--- src/rtl/mac_tap_sequencer_if.sv ---
// mac_tap_sequencer_if: config, sample and operand signals of the FIR operand sequencer
interface mac_tap_sequencer_if #(
  parameter int DATA_W = 8,
  parameter int TAPS   = 8
);
  localparam int AW = $clog2(TAPS);
  logic              ena;
  logic              cfg_we;
  logic [AW-1:0]     cfg_addr;
  logic [DATA_W-1:0] cfg_data;
  logic              s_valid;
  logic [DATA_W-1:0] s_data;
  logic              s_ready;
  logic [DATA_W-1:0] op_a;
  logic [DATA_W-1:0] op_b;
  logic              op_valid;
  logic              op_first;
  logic              op_last;
  logic              busy;
  modport master (
    output ena, cfg_we, cfg_addr, cfg_data, s_valid, s_data,
    input  s_ready, op_a, op_b, op_valid, op_first, op_last, busy
  );
  modport slave (
    input  ena, cfg_we, cfg_addr, cfg_data, s_valid, s_data,
    output s_ready, op_a, op_b, op_valid, op_first, op_last, busy
  );
endinterface

--- src/rtl/mac_tap_sequencer.sv ---
// mac_tap_sequencer: shifts samples into a TAPS-deep delay line and streams TAPS (sample, coef) pairs per sample
module mac_tap_sequencer #(
  parameter int DATA_W = 8,
  parameter int TAPS   = 8
) (
  input logic                clk,
  input logic                rst_n,
  mac_tap_sequencer_if.slave bus
);
  localparam int AW = $clog2(TAPS);
  typedef enum logic {IDLE, RUN} state_t;
  state_t            r_state;
  logic [DATA_W-1:0] r_coef [TAPS];
  logic [DATA_W-1:0] r_x    [TAPS];
  logic [AW-1:0]     r_t;
  logic [DATA_W-1:0] r_op_a, r_op_b;
  logic              r_op_valid, r_op_first, r_op_last;
  logic              w_last_tap, w_ready, w_accept;
  logic [AW-1:0]     w_next_t;
  assign w_last_tap = r_t == AW'(TAPS - 1);
  assign w_next_t   = r_t + AW'(1);
  // rst_n gates ready so nothing is offered while reset is held
  assign w_ready    = rst_n && bus.ena && (r_state == IDLE || w_last_tap);
  assign w_accept   = w_ready && bus.s_valid;
  assign bus.s_ready  = w_ready;
  assign bus.op_a     = r_op_a;
  assign bus.op_b     = r_op_b;
  assign bus.op_valid = r_op_valid;
  assign bus.op_first = r_op_first;
  assign bus.op_last  = r_op_last;
  assign bus.busy     = r_state == RUN;
  always_ff @(posedge clk or negedge rst_n)
    if (!rst_n) begin
      r_state    <= IDLE;
      r_t        <= '0;
      r_op_a     <= '0;
      r_op_b     <= '0;
      r_op_valid <= 1'b0;
      r_op_first <= 1'b0;
      r_op_last  <= 1'b0;
      for (int k = 0; k < TAPS; k++) begin
        r_coef[k] <= '0;
        r_x[k]    <= '0;
      end
    end else if (bus.ena) begin
      if (bus.cfg_we) r_coef[bus.cfg_addr] <= bus.cfg_data;
      if (w_accept) begin
        r_x[0] <= bus.s_data;
        for (int k = 1; k < TAPS; k++) r_x[k] <= r_x[k-1];
        r_state    <= RUN;
        r_t        <= '0;
        r_op_a     <= bus.s_data;
        r_op_b     <= r_coef[0];
        r_op_valid <= 1'b1;
        r_op_first <= 1'b1;
        r_op_last  <= 1'b0;
      end else if (r_state == RUN && !w_last_tap) begin
        r_t        <= w_next_t;
        r_op_a     <= r_x[w_next_t];
        r_op_b     <= r_coef[w_next_t];
        r_op_first <= 1'b0;
        r_op_last  <= w_next_t == AW'(TAPS - 1);
      end else begin
        // zero operands leave a free-running accumulator untouched
        r_state    <= IDLE;
        r_op_a     <= '0;
        r_op_b     <= '0;
        r_op_valid <= 1'b0;
        r_op_first <= 1'b0;
        r_op_last  <= 1'b0;
      end
    end
endmodule

--- src/flat_wrapper.sv ---
// flat-port wrapper written by rule: the top's interface ports become plain ports
module mac_tap_sequencer_flat 
#(
  parameter int DATA_W = 8,
  parameter int TAPS   = 8
)
  (clk, rst_n, bus_ena, bus_cfg_we, bus_cfg_addr, bus_cfg_data, bus_s_valid, bus_s_data, bus_s_ready, bus_op_a, bus_op_b, bus_op_valid, bus_op_first, bus_op_last, bus_busy);
  mac_tap_sequencer_if #(.DATA_W(DATA_W), .TAPS(TAPS)) bus_i ();
  input logic clk;
  input logic rst_n;
  input wire logic [$bits(bus_i.ena)-1:0] bus_ena;
  input wire logic [$bits(bus_i.cfg_we)-1:0] bus_cfg_we;
  input wire logic [$bits(bus_i.cfg_addr)-1:0] bus_cfg_addr;
  input wire logic [$bits(bus_i.cfg_data)-1:0] bus_cfg_data;
  input wire logic [$bits(bus_i.s_valid)-1:0] bus_s_valid;
  input wire logic [$bits(bus_i.s_data)-1:0] bus_s_data;
  output wire logic [$bits(bus_i.s_ready)-1:0] bus_s_ready;
  output wire logic [$bits(bus_i.op_a)-1:0] bus_op_a;
  output wire logic [$bits(bus_i.op_b)-1:0] bus_op_b;
  output wire logic [$bits(bus_i.op_valid)-1:0] bus_op_valid;
  output wire logic [$bits(bus_i.op_first)-1:0] bus_op_first;
  output wire logic [$bits(bus_i.op_last)-1:0] bus_op_last;
  output wire logic [$bits(bus_i.busy)-1:0] bus_busy;
  assign bus_i.ena = bus_ena;
  assign bus_i.cfg_we = bus_cfg_we;
  assign bus_i.cfg_addr = bus_cfg_addr;
  assign bus_i.cfg_data = bus_cfg_data;
  assign bus_i.s_valid = bus_s_valid;
  assign bus_i.s_data = bus_s_data;
  assign bus_s_ready = bus_i.s_ready;
  assign bus_op_a = bus_i.op_a;
  assign bus_op_b = bus_i.op_b;
  assign bus_op_valid = bus_i.op_valid;
  assign bus_op_first = bus_i.op_first;
  assign bus_op_last = bus_i.op_last;
  assign bus_busy = bus_i.busy;
  mac_tap_sequencer #(.DATA_W(DATA_W), .TAPS(TAPS)) u_core (.clk(clk), .rst_n(rst_n), .bus(bus_i));
endmodule
--- config.mk ---
export PLATFORM = sky130hd
export DESIGN_NAME = mac_tap_sequencer_flat
export DESIGN_NICKNAME = d
export VERILOG_FILES = /design/src/rtl/mac_tap_sequencer_if.sv /design/src/rtl/mac_tap_sequencer.sv /design/src/flat_wrapper.sv
export SDC_FILE = /design/constraint.sdc
export NUM_CORES = 1
export LEC_CHECK = 0
export ABC_CLOCK_PERIOD_IN_PS = 2840
export BUFFER_PORTS_ARGS = -buffer_cell sky130_fd_sc_hd__buf_4
export CORE_MARGIN = 1.5
export CORE_UTILIZATION = 45
export DETAILED_ROUTE_END_ITERATION = 8
export GPL_ROUTABILITY_DRIVEN = 0
export GPL_TIMING_DRIVEN = 0
export PLACE_DENSITY = 0.73
export SYNTH_ARGS = -nofsm -noshare
export SYNTH_HDL_FRONTEND = slang
export SYNTH_SLANG_ARGS = --single-unit
--- constraint.sdc ---
create_clock -name clk -period 2.84 [get_ports clk]
set_clock_uncertainty 0.15 [all_clocks]
set_input_delay 0.142 -clock clk [delete_from_list [all_inputs] [get_ports clk]]
set_output_delay 0.142 -clock clk [all_outputs]
set_load 0.05 [all_outputs]
==> Flow_metrics.wiki, run 1 <==
{| class="wikitable"
! Metric !! Value
|-
| Number of design-rule violations left by the first detailed-router iteration || approximately 380
|-
| FILL cells || 1,244
|-
| Synthesis warning total || 0
|-
| Final Hold Slack || roughly 0.1 ns
|-
| Num rows || between 40 and 50
|-
| Critical path fanouts, max || 19
|-
| Final setup violation count || 0
|-
| Fin Setup TNS || 0 ns
|-
| Fraction of the mapped netlist area in compound gates || between 6 and 7%
|-
| Part of the Yosys area used for sequential elements || 55.12%
|-
| Total nets after synthesis || 655
|-
| TritonRoute pass-1 iters || 7
|-
| Worst path arrival time || 2.92 ns
|-
| Cell Chain, Critical Path || buf_12, buf_6, inv_1, ha_1, nor2b_2, buf_6, a22o_1, a2111oi_0, a221o_1
|-
| Family with the most delay on the worst path || compound AO/OA/AOI/OAI gates
|-
| DRC || 0
|-
| Cell taking the most area after synthesis || sky130_fd_sc_hd__dfrtp_1
|-
| IO Count || 45
|-
| Most frequent cells after synthesis || sky130_fd_sc_hd__nand2_1 (211), sky130_fd_sc_hd__dfrtp_1 (150), sky130_fd_sc_hd__mux2_1 (64)
|-
| Share of the synthesized area in the top cell type || a little under three fifths
|-
| Floorplan Core Area || 14,640 sq um
|-
| Multi-input gate area in the final layout || 2851 sq um
|-
| Standby leakage power || approximately 4.1 nW
|-
| Area share of fa/ha/maj cells after synthesis || less than 1%
|-
| Overall die area || roughly 16,000 sq um
|-
| Startpoint type of the worst setup path || flip-flop
|-
| Die Y-Extent || 126.0 um
|-
| Data required time of the worst path || just over 3 ns
|-
| Register-to-register path setup slack || 0.13 ns
|-
| Result of the run || finished clean
|-
| Root buf cell || sky130_fd_sc_hd__clkbuf_16
|-
| Met1 layer wirelength in the final routing || 7.074 mm
|-
| Seq cells post-synth || 150
|-
| WL per Instance || about 18 um
|-
| Vias per Instance || roughly 5.5
|-
| Upper clock frequency limit || roughly 370 MHz
|-
| Final max-slew violation count || 0
|-
| Number of placed instances, taps included || 856
|-
| Crit path capture type || flip-flop
|-
| Estimated wirelength of the detail-placed design || 10.86 mm
|-
| Number of clock sinks || 150
|-
| Clock tree from TritonCTS || done
|-
| H-tree levels || 4
|-
| Final instance count without filler cells || about 900
|-
| CTS Buffer Depth || 2
|-
| Number of antenna-violating nets in the routed design || 0
|-
| Max-Slew Margin vs Limit || around 54%
|-
| Basic-gate share of the synthesized area counting and, or, nand and nor cells || between 10% and 20%
|-
| Layout-stage area growth over the synthesis result || 21.79%
|-
| Vias || 4,996
|-
| Global-route wire length before repair || 27.22 mm
|-
| Worst Reg-to-Reg Cells || 9
|-
| Clock transition at the registers of the reported paths || 0.06 ns
|-
| Wire length reported by the detailed router || approximately 16 mm
|-
| Master of the slowest instance on the critical path || sky130_fd_sc_hd__a2111oi_0
|-
| Power per cell area || between 1000 and 1500 nW/um^2
|-
| Post-synth cell types || 38
|-
| Met3 layer wire length in the routed design || 651 um
|-
| Largest net degree at the start of global routing || around 100
|-
| Area share of xor/xnor cells in the synthesized design || 0%
|-
| Antenna cell count || 0
|-
| Core utilization of the finished layout || 56.64%
|-
| Wire length on met2 || 8.342 mm
|-
| Critical path start-end classification || flip-flop to flip-flop
|-
| Setup repair after global routing missed its margin || no
|-
| Buffers plus inverters on the worst setup path || 4
|-
| Largest family of logic cells by synthesized area || multiplexers
|-
| Hold Fails Final Rpt || 0
|-
| Initial cell density of the core || between 40% and 50%
|-
| Number of CTS-inserted buffers || 17
|-
| Fraction of synthesized area in multiplexers || between 10% and 20%
|-
| Most frequent cell after synthesis || sky130_fd_sc_hd__nand2_1
|-
| Nets@finish || ~730
|-
| Share of synthesized registers carrying an async set or reset || 100.0%
|-
| Most numerous cell on the critical path || sky130_fd_sc_hd__buf_6
|-
| Delay of the slowest cell on the worst path || ~0.49 ns
|-
| Share of final-layout standard cells stronger than drive strength 1 || between 10% and 20%
|-
| Mean cell area of the mapped netlist || approximately 11 sq um
|-
| Highest layer used for signal routing || met4
|-
| Final min period || between 2 and 3 ns
|-
| Hold crit path type || input port to asynchronous set/reset pin
|-
| Overflow left after global routing || 0
|-
| Aggregate global-route resource usage || ~22%
|-
| FF-to-FF Start || u_core.r_t[0]
|-
| Slew at the pin with the worst max-slew slack || 0.6874 ns
|-
| Portion of the clock cycle consumed by the worst path in the final layout || 95.54%
|-
| Leading register cell type out of synthesis || sky130_fd_sc_hd__dfrtp_1
|-
| Number of global-route vias before repair || 5,362
|-
| Count of mapped cells out of synthesis || 628
|-
| Number of flops mapped to enable cells by yosys || 0
|-
| Port-buffer cells || 43
|-
| Max-capacitance violation count || 0
|-
| Crit Reg-Reg Endpoint || u_core.bus.op_b[7]
|-
| Die Wd || 126.0 um
|-
| Later-pin clock latency in the skew report || about 0.42 ns
|-
| Netlist Area Pre-Place || 6810 sq um
|-
| Synth top area cells || sky130_fd_sc_hd__dfrtp_1 (55%), sky130_fd_sc_hd__nand2_1 (12%), sky130_fd_sc_hd__mux2_1 (11%)
|-
| Reg area || between 3000 and 4000 sq um
|-
| Worst IR Drop VDD || roughly 630 uV
|-
| Initial antenna violation count || 0
|}
## worst max path at each step
stage | startpoint | to | slack (ns) | depth (start not counted)
after floorplan | u_core.r_t[0] | u_core.bus.op_b[6] | 0.23 | 11
after global placement | rst_n | u_core.r_x[28] | -0.37 | 6
after detailed placement | u_core.r_t[0] | u_core.bus.op_b[3] | -0.23 | 10
after CTS | u_core.r_t[0] | u_core.bus.op_b[6] | 0.02 | 10
after global routing | u_core.r_t[0] | u_core.bus.op_b[6] | 0.01 | 10
final | u_core.r_t[0] | u_core.bus.op_b[7] | 0.13 | 9
## where the power goes
group	switching (W)	internal, W
registers	0.000445	0.00277
logic	0.00195	0.00136
clock network	0.000840	0.00174
total	0.00324	0.00587
## kinds of logic (layout without fill, tap and decap cells)
family,count (synthesis),count (layout)
adder cells (fa/ha/maj),3,3
AND/OR/NAND/NOR,259,259
flip-flops,150,150
AO/OA/AOI/OAI,54,54
buffers and inverters,41,132
multiplexers,121,121
## per-layer routing
| metal | vias to the layer above | global-route usage, % |
|---|---|---|
| met5 | - | 0 |
| li1 | 2312 | - |
| met2 | 131 | 38.40 |
| met3 | 24 | 4.630 |
| met4 | 0 | 8.857 |
| met1 | 2529 | 27.06 |
## cells in the final DEF, fill, tap and decap left out, types with 2 or more instances in the layout
master                          synthesis  layout
sky130_fd_sc_hd__nand3_1               16      16
sky130_fd_sc_hd__dlygate4sd3_1          0      18
sky130_fd_sc_hd__a2111oi_1              1       2
sky130_fd_sc_hd__a22oi_1                8       8
sky130_fd_sc_hd__buf_1                  8       8
sky130_fd_sc_hd__nor2b_1                9       9
sky130_fd_sc_hd__a2111oi_2              1       2
sky130_fd_sc_hd__buf_4                 10      49
sky130_fd_sc_hd__inv_1                  3       3
sky130_fd_sc_hd__clkbuf_8               0       4
sky130_fd_sc_hd__buf_2                  6       6
sky130_fd_sc_hd__a221o_1                8       8
sky130_fd_sc_hd__nand2_1              211     211
sky130_fd_sc_hd__a211oi_1               8       8
sky130_fd_sc_hd__nor2_1                 2       2
sky130_fd_sc_hd__buf_6                  1       3
sky130_fd_sc_hd__dfrtp_1              150     150
sky130_fd_sc_hd__mux2i_1               57      57
sky130_fd_sc_hd__bufinv_16              0       6
sky130_fd_sc_hd__clkbuf_1              11      11
sky130_fd_sc_hd__a21o_1                 2       2
sky130_fd_sc_hd__or3_1                  2       2
sky130_fd_sc_hd__a21oi_1               10      10
sky130_fd_sc_hd__clkbuf_16              0      18
sky130_fd_sc_hd__mux2_1                64      64
sky130_fd_sc_hd__a22o_1                 8       8
sky130_fd_sc_hd__nor2_2                 7       6
sky130_fd_sc_hd__nand2b_1               4       4
sky130_fd_sc_hd__ha_1                   3       3
sky130_fd_sc_hd__a2111oi_0              6       4
## per-stage QoR
stage	power, W	worst slack, ns	cell area, sq um
floorplan	0.005486	0.2349	6810
global placement	0.006348	-0.3712	7363
detailed placement	0.006479	-0.2283	7395
CTS	0.009126	0.02284	8262
global route	0.009596	0.01075	8294
finish	0.009108	0.1266	8294
## flip-flops by register name (all words and copies together), names as in the netlist
name                 cells
u_core.bus.op_valid      1
u_core.r_t               3
u_core.r_coef           64
u_core.bus.op_b          8
u_core.bus.op_first      1
u_core.bus.op_a          8
u_core.bus.op_last       1
u_core.r_x              64
## worst reg2reg max path, cell delays in order (launching register included)
cell and delay [ns]:
sky130_fd_sc_hd__dfrtp_1 0.42, sky130_fd_sc_hd__buf_12 0.21, sky130_fd_sc_hd__buf_6 0.20, sky130_fd_sc_hd__inv_1 0.06, sky130_fd_sc_hd__ha_1 0.38, sky130_fd_sc_hd__nor2b_2 0.19
sky130_fd_sc_hd__buf_6 0.15, sky130_fd_sc_hd__a22o_1 0.21, sky130_fd_sc_hd__a2111oi_0 0.49, sky130_fd_sc_hd__a221o_1 0.19
## timing repair
item                                   4_1_cts  5_1_grt
setup endpoints to repair                   16       58
hold buffers                                18        0
resized for setup                            4        4
endpoints found under the hold margin      134        0
cloned                                       0        1
buffers inserted                             0        0
## cell type report
type,count,area share [%]
flip-flops and latches,150,45.26
multi-input cells,437,34.38
repair buffers,63,6.743
clock buffers,23,5.883
well taps,184,2.776
plain buffers,34,2.459
clock inverters,8,2.323
inverters,4,0.1810
No activity file was read; power rests on OpenSTA's default activity.
==> run 2: changes to the inputs <==
REMOVE_ABC_BUFFERS = 1   (was not set)
SLEW_MARGIN = 40   (was not set)
==> run 2 against run 1 <==
  * Cell count fell by 1.0%
  * Global-route usage fell by 1.8 points
  * Total power fell by 2.8%
  * Critical path depth fell by 1
==> Flow_metrics.wiki, run 2 (synthesis results as in run 1) <==
{| class="wikitable"
! Metric !! Value
|-
| Number of antenna-violating nets in the routed design || 0
|-
| Initial cell density of the core || a little under half
|-
| Aggregate global-route resource usage || ~20%
|-
| Number of CTS-inserted buffers || 17
|-
| Clock transition at the registers of the reported paths || ~0.06 ns
|-
| Master of the slowest instance on the critical path || sky130_fd_sc_hd__dfrtp_4
|-
| H-tree levels || 4
|-
| Final setup violation count || 0
|-
| Crit path capture type || flip-flop
|-
| DRC || 0
|-
| TritonRoute pass-1 iters || 8
|-
| Largest net degree at the start of global routing || 82
|-
| Worst IR Drop VDD || 597.4 uV
|-
| Wire length reported by the detailed router || approximately 15 mm
|-
| Share of final-layout standard cells stronger than drive strength 1 || between 10% and 20%
|-
| Vias per Instance || around 5.4
|-
| Final min period || around 2.8 ns
|-
| Number of placed instances, taps included || 831
|-
| Estimated wirelength of the detail-placed design || just over 9 mm
|-
| Leading cell type in the layout, fill and taps excluded || sky130_fd_sc_hd__nand2_1
|-
| Worst path arrival time || ~3 ns
|-
| WL per Instance || approximately 17 um
|-
| Standby leakage power || between 4 and 5 nW
|-
| Hold Fails Final Rpt || 0
|-
| Die Y-Extent || 126.0 um
|-
| Data required time of the worst path || between 3 and 4 ns
|-
| Max-capacitance violation count || 0
|-
| CTS Buffer Depth || 2
|-
| Vias || about 4.9k
|-
| Largest registers ranked by flip-flop count || u_core.r_coef x64, u_core.r_x x64
|-
| Portion of the clock cycle consumed by the worst path in the final layout || a little over nine tenths
|-
| Post-layout total power || slightly below 0.009 W
|-
| Startpoint type of the worst setup path || flip-flop
|-
| Top library cells by usage in the layout, fill and taps aside || sky130_fd_sc_hd__nand2_1 (211), sky130_fd_sc_hd__dfrtp_1 (149), sky130_fd_sc_hd__mux2_1 (64)
|-
| Layout-stage area growth over the synthesis result || 21.07%
|-
| Result of the run || finished clean
|-
| Critical path start-end classification || flip-flop to flip-flop
|-
| Final max-slew violation count || 0
|-
| Overall die area || approximately 16,000 sq um
|-
| Core utilization of the finished layout || between 50% and 60%
|-
| Hold crit path type || input port to flip-flop
|-
| Number of clock sinks || 150
|-
| Antenna cell count || 0
|-
| Power per cell area || 1074 nW/um^2
|-
| Nets@finish || between 700 and 800
|-
| Die Wd || between 100 and 150 um
|-
| Global-route wire length before repair || 25.34 mm
|-
| Slew at the pin with the worst max-slew slack || slightly below 0.9 ns
|-
| Upper clock frequency limit || 362.6 MHz
|-
| Final instance count without filler cells || 894
|-
| Cell Chain, Critical Path || buf_12, ha_1, ha_2, nor2b_4, buf_4, a22o_1, a2111oi_0, a221o_1
|-
| Overflow left after global routing || 0
|-
| Floorplan Core Area || 14,640 sq um
|-
| Delay of the slowest cell on the worst path || slightly above 0.6 ns
|-
| Number of design-rule violations left by the first detailed-router iteration || ~470
|-
| Later-pin clock latency in the skew report || 0.42 ns
|-
| Clock tree from TritonCTS || done
|-
| Num rows || between 40 and 50
|-
| Initial antenna violation count || 0
|-
| Critical path fanouts, max || 24
|-
| Root buf cell || sky130_fd_sc_hd__clkbuf_16
|-
| IO Count || 45
|-
| Max-Slew Margin vs Limit || approximately two fifths
|-
| Number of global-route vias before repair || around 5.0k
|-
| Port-buffer cells || 44
|}
==> run 2: cell count changes in the layout (fill, tap and decap cells not counted), moves of 2 or more <==
cell / before / now
sky130_fd_sc_hd__a2111oi_0: 4 / 2
sky130_fd_sc_hd__buf_1: 8 / 0
sky130_fd_sc_hd__buf_12: 1 / 4
sky130_fd_sc_hd__buf_2: 6 / 0
sky130_fd_sc_hd__buf_4: 49 / 59
sky130_fd_sc_hd__bufinv_16: 6 / 2
sky130_fd_sc_hd__clkbuf_1: 11 / 1
sky130_fd_sc_hd__clkbuf_8: 4 / 1
sky130_fd_sc_hd__clkinv_2: 1 / 4
sky130_fd_sc_hd__clkinvlp_4: 1 / 7
==> run 2: worst max-delay path, delay by kind of cell (launching register included) <==
| kind | cells | cell delay, ns |
|---|---|---|
| compound gates | 3 | 0.81 |
| fa+ha+maj | 2 | 0.66 |
| flops | 1 | 0.62 |
| buf+inv | 2 | 0.41 |
| simple gates | 1 | 0.06 |
==> run 2: area by class of cell <==
class,count,area (sq um)
well taps,184,230.2
clock buffers,19,442.9
clock inverters,13,132.6
multi-input cells,437,2877
flip-flops and latches,150,3757
repair buffers,87,790.8
fillers,1182,6399
inverters,4,15.01
==> run 2: power by group <==
group / leakage (nW) / switching (W) / internal, W
clock network: 0.263 / 0.000895 / 0.00131
logic: 1.89 / 0.00190 / 0.00149
registers: 1.93 / 0.000484 / 0.00278
total: 4.09 / 0.00328 / 0.00557
==> run 2: worst paths after layout <==
path,from,endpoint,slack (ns),cells past startpoint
max,u_core.r_t[0],u_core.bus.op_b[4],0.08,8
min,bus_s_valid,u_core.r_x[4],0.11,5
max reg2reg,u_core.r_t[0],u_core.bus.op_b[4],0.08,8
min reg2reg,u_core.r_x[6],u_core.r_x[6],0.33,2
max in group asynchronous,rst_n,u_core.r_t[0],1.59,3
min in group asynchronous,rst_n,u_core.r_x[55],0.12,2
==> run 2: stage by stage <==
step / hold slack (ns) / setup WS (ns) / TNS (ns) / cell area [sq um]
finish: 0.1104 / 0.08200 / 0 / 8245
global route: 0.1208 / -0.0001661 / -0.0001661 / 8245
CTS: 0.1498 / 0.009653 / 0 / 8189
detailed placement: -0.0008509 / -0.03618 / -0.1361 / 7358
global placement: 0.2067 / -4.091 / -311.32 / 7168
floorplan: -0.3036 / -2.439 / -177.38 / 6608
==> run 2: routing by layer <==
metal  track usage, %  share of wire (%)  vias up
li1                 -                  -     2293
met2            33.19                 48      119
met5                0                  0        -
met4            5.747                1.4        0
met3            4.928                4.9       18
met1            27.31                 45     2429
==> run 2: what timing repair did <==
item                       4_1_cts  5_1_grt
hold buffers                    18        0
hold endpoints to repair       153        0
setup endpoints to repair        8       38
setup buffers                    8        5
resized for setup                1        8
pin swaps                        1        1
==> run 3: changes to the inputs <==
CORE_ASPECT_RATIO = 0.9   (was not set)
==> run 3 against run 2 <==
  * Critical path depth is the same
  * Total power grew 0.38%
  * Cell count up 1.6%
  * Worst setup slack better by 0.13 ns
  * Sequential share of layout area shrank 0.21 points
  * Non-clock buffer count unchanged
  * Sequential power is 1% lower
  * Fmax increased by 5.0%
  * Combinational power up 2%
  * Global-route usage up 0.32 points
==> Flow_metrics.wiki, run 3 (synthesis results as in run 1) <==
{| class="wikitable"
! Metric !! Value
|-
| Initial cell density of the core || 46.12%
|-
| Global-route wire length before repair || about 25 mm
|-
| Later-pin clock latency in the skew report || approximately 0.43 ns
|-
| Overflow left after global routing || 0
|-
| Final setup violation count || 0
|-
| Reg power frac || a little over a third
|-
| Root buf cell || sky130_fd_sc_hd__clkbuf_16
|-
| Pre-CTS worst setup slack || -0.2725 ns
|-
| Final max-slew violation count || 0
|-
| Worst path arrival time || 2.84 ns
|-
| Power per cell area || around 1100 nW/um^2
|-
| H-tree levels || 4
|-
| Portion of the clock cycle consumed by the worst path in the final layout || 92.48%
|-
| Startpoint type of the worst setup path || flip-flop
|-
| Overall die area || ~16,000 sq um
|-
| IO Count || between 40 and 50
|-
| Top library cells by usage in the layout, fill and taps aside || sky130_fd_sc_hd__nand2_1 (211), sky130_fd_sc_hd__dfrtp_1 (149), sky130_fd_sc_hd__mux2_1 (64)
|-
| Buffers plus inverters on the worst setup path || 2
|-
| Internal || 0.005634 W
|-
| Hold crit path type || input port to asynchronous set/reset pin
|-
| Largest net degree at the start of global routing || between 60 and 70
|-
| Number of CTS-inserted buffers || 17
|-
| Clock transition at the registers of the reported paths || roughly 0.060 ns
|-
| Die Wd || between 100 and 150 um
|-
| Share of total power consumed by net switching || between 30% and 40%
|-
| Slew at the pin with the worst max-slew slack || 0.8652 ns
|-
| Logic gate share of total power || between 30% and 40%
|-
| Number of clock sinks || 150
|-
| Delay of the slowest cell on the worst path || ~0.5 ns
|-
| Result of the run || finished clean
|-
| Setup repair after global routing missed its margin || no
|-
| Estimated wirelength of the detail-placed design || about 9 mm
|-
| Port-buffer cells || between 40 and 50
|-
| Master of the slowest instance on the critical path || sky130_fd_sc_hd__dfrtp_4
|-
| Number of design-rule violations left by the first detailed-router iteration || between 400 and 500
|-
| TritonRoute pass-1 iters || 6
|-
| Leading cell type in the layout, fill and taps excluded || sky130_fd_sc_hd__nand2_1
|-
| Number of antenna-violating nets in the routed design || 0
|-
| Data required time of the worst path || a little over 3 ns
|-
| Die Y-Extent || 119.7 um
|-
| Final min period || 2.626 ns
|-
| Number of global-route vias before repair || 4,960
|-
| Clock tree from TritonCTS || done
|-
| DRC || 0
|-
| Aggregate global-route resource usage || roughly 21%
|-
| Wire length reported by the detailed router || 15.73 mm
|-
| PnR worst setup slack || around 0.21 ns
|-
| Family with the most delay on the worst path || compound AO/OA/AOI/OAI gates
|-
| CTS Buffer Depth || 2
|-
| Max-capacitance violation count || 0
|-
| Net Switching || between 0.003 and 0.004 W
|-
| WL per Instance || 17.32 um
|-
| Standby leakage power || around 4 nW
|-
| Critical path fanouts, max || 25
|-
| Final instance count without filler cells || 908
|-
| Crit path launch || u_core.r_t[0]
|-
| Floorplan Core Area || 14,770 sq um
|-
| Fin Setup TNS || 0 ns
|-
| Number of placed instances, taps included || around 850
|-
| Antenna cell count || 0
|-
| Clk network pwr share || about 25%
|-
| Hold Fails Final Rpt || 0
|-
| Layout-stage area growth over the synthesis result || 21.62%
|-
| Cell Chain, Critical Path || buf_12, ha_1, ha_2, nor2b_4, buf_4, a22o_1, a2111oi_0, a221o_1
|-
| Vias per Instance || between 5 and 6
|-
| Worst IR Drop VDD || approximately 550 uV
|-
| FF-to-FF Start || u_core.r_t[0]
|-
| Initial antenna violation count || 0
|-
| Num rows || 42
|-
| Upper clock frequency limit || between 300 and 400 MHz
|-
| Largest registers ranked by flip-flop count || u_core.r_coef x64, u_core.r_x x64
|-
| Critical path start-end classification || flip-flop to flip-flop
|-
| Nets@finish || 725
|-
| FILL cells || 1,184
|-
| Crit path capture type || flip-flop
|-
| Share of final-layout standard cells stronger than drive strength 1 || 16.20%
|-
| Vias || approximately 4.9k
|-
| Max-Slew Margin vs Limit || 41.96%
|}
## run 3: worst reg2reg max path, delay by kind of cell, from the launching register on
family          cells  cell delay, ns
compound gates      3            0.81
fa+ha+maj           2            0.67
flops               1            0.51
buf+inv             2            0.36
simple gates        1            0.07
## run 3: final timing paths
path,end,slack (ns),depth (start not counted)
max,u_core.bus.op_b[7],0.21,8
min,u_core.r_coef[57],0.14,3
min in group clk,u_core.r_coef[2],0.16,4
min reg2reg,u_core.r_x[7],0.32,2
max in group asynchronous,u_core.r_x[11],1.70,3
max reg2reg,u_core.bus.op_b[7],0.21,8
## run 3: through the flow
stage,power (W),utilization (%),hold slack (ns),cell area (sq um)
2_1_floorplan,0.005333,-,-0.3036,6608
3_3_place_gp,0.006153,48.66,0.2091,7186
3_5_place_dp,0.006304,49.99,-0.1503,7382
4_1_cts,0.008826,55.91,0.1296,8257
5_1_grt,0.009365,56.09,0.1592,8283
6_report,0.008891,56.09,0.1427,8283
## run 3: layer usage
metal / vias to the layer above / track usage [%] / share of wire [%]
li1: 2292 / - / -
met1: 2441 / 27.29 / 45
met2: 132 / 33.31 / 48
met3: 30 / 4.520 / 4.3
met4: 0 / 8.654 / 2.2
met5: - / 0 / 0
## run 3: power by group through the flow
stage,Clock [W],Combinational (W),Sequential (W)
floorplan,0,0.00170,0.00363
global placement,0,0.00275,0.00340
detailed placement,0,0.00301,0.00330
CTS,0.00225,0.00330,0.00328
global route,0.00236,0.00371,0.00329
finish,0.00223,0.00345,0.00322
## run 3: area by class of cell
class / instances / area, sq um / share of cell area, %
Clock inverter: 8 / 97.59 / 1.178
Tap cell: 198 / 247.7 / 2.991
Clock buffer: 23 / 488.0 / 5.891
Sequential cell: 150 / 3757 / 45.36
Multi-Input combinational cell: 438 / 2874 / 34.70
Inverter: 4 / 15.01 / 0.1813
Timing Repair Buffer: 87 / 803.3 / 9.698
## run 3: what timing repair did
action,4_1_cts,5_1_grt
endpoints found under the setup margin,62,40
resized for setup,4,2
hold buffers,20,0
hold endpoints to repair,167,0
pin swaps,2,1
cloned,0,1
setup buffers,9,2
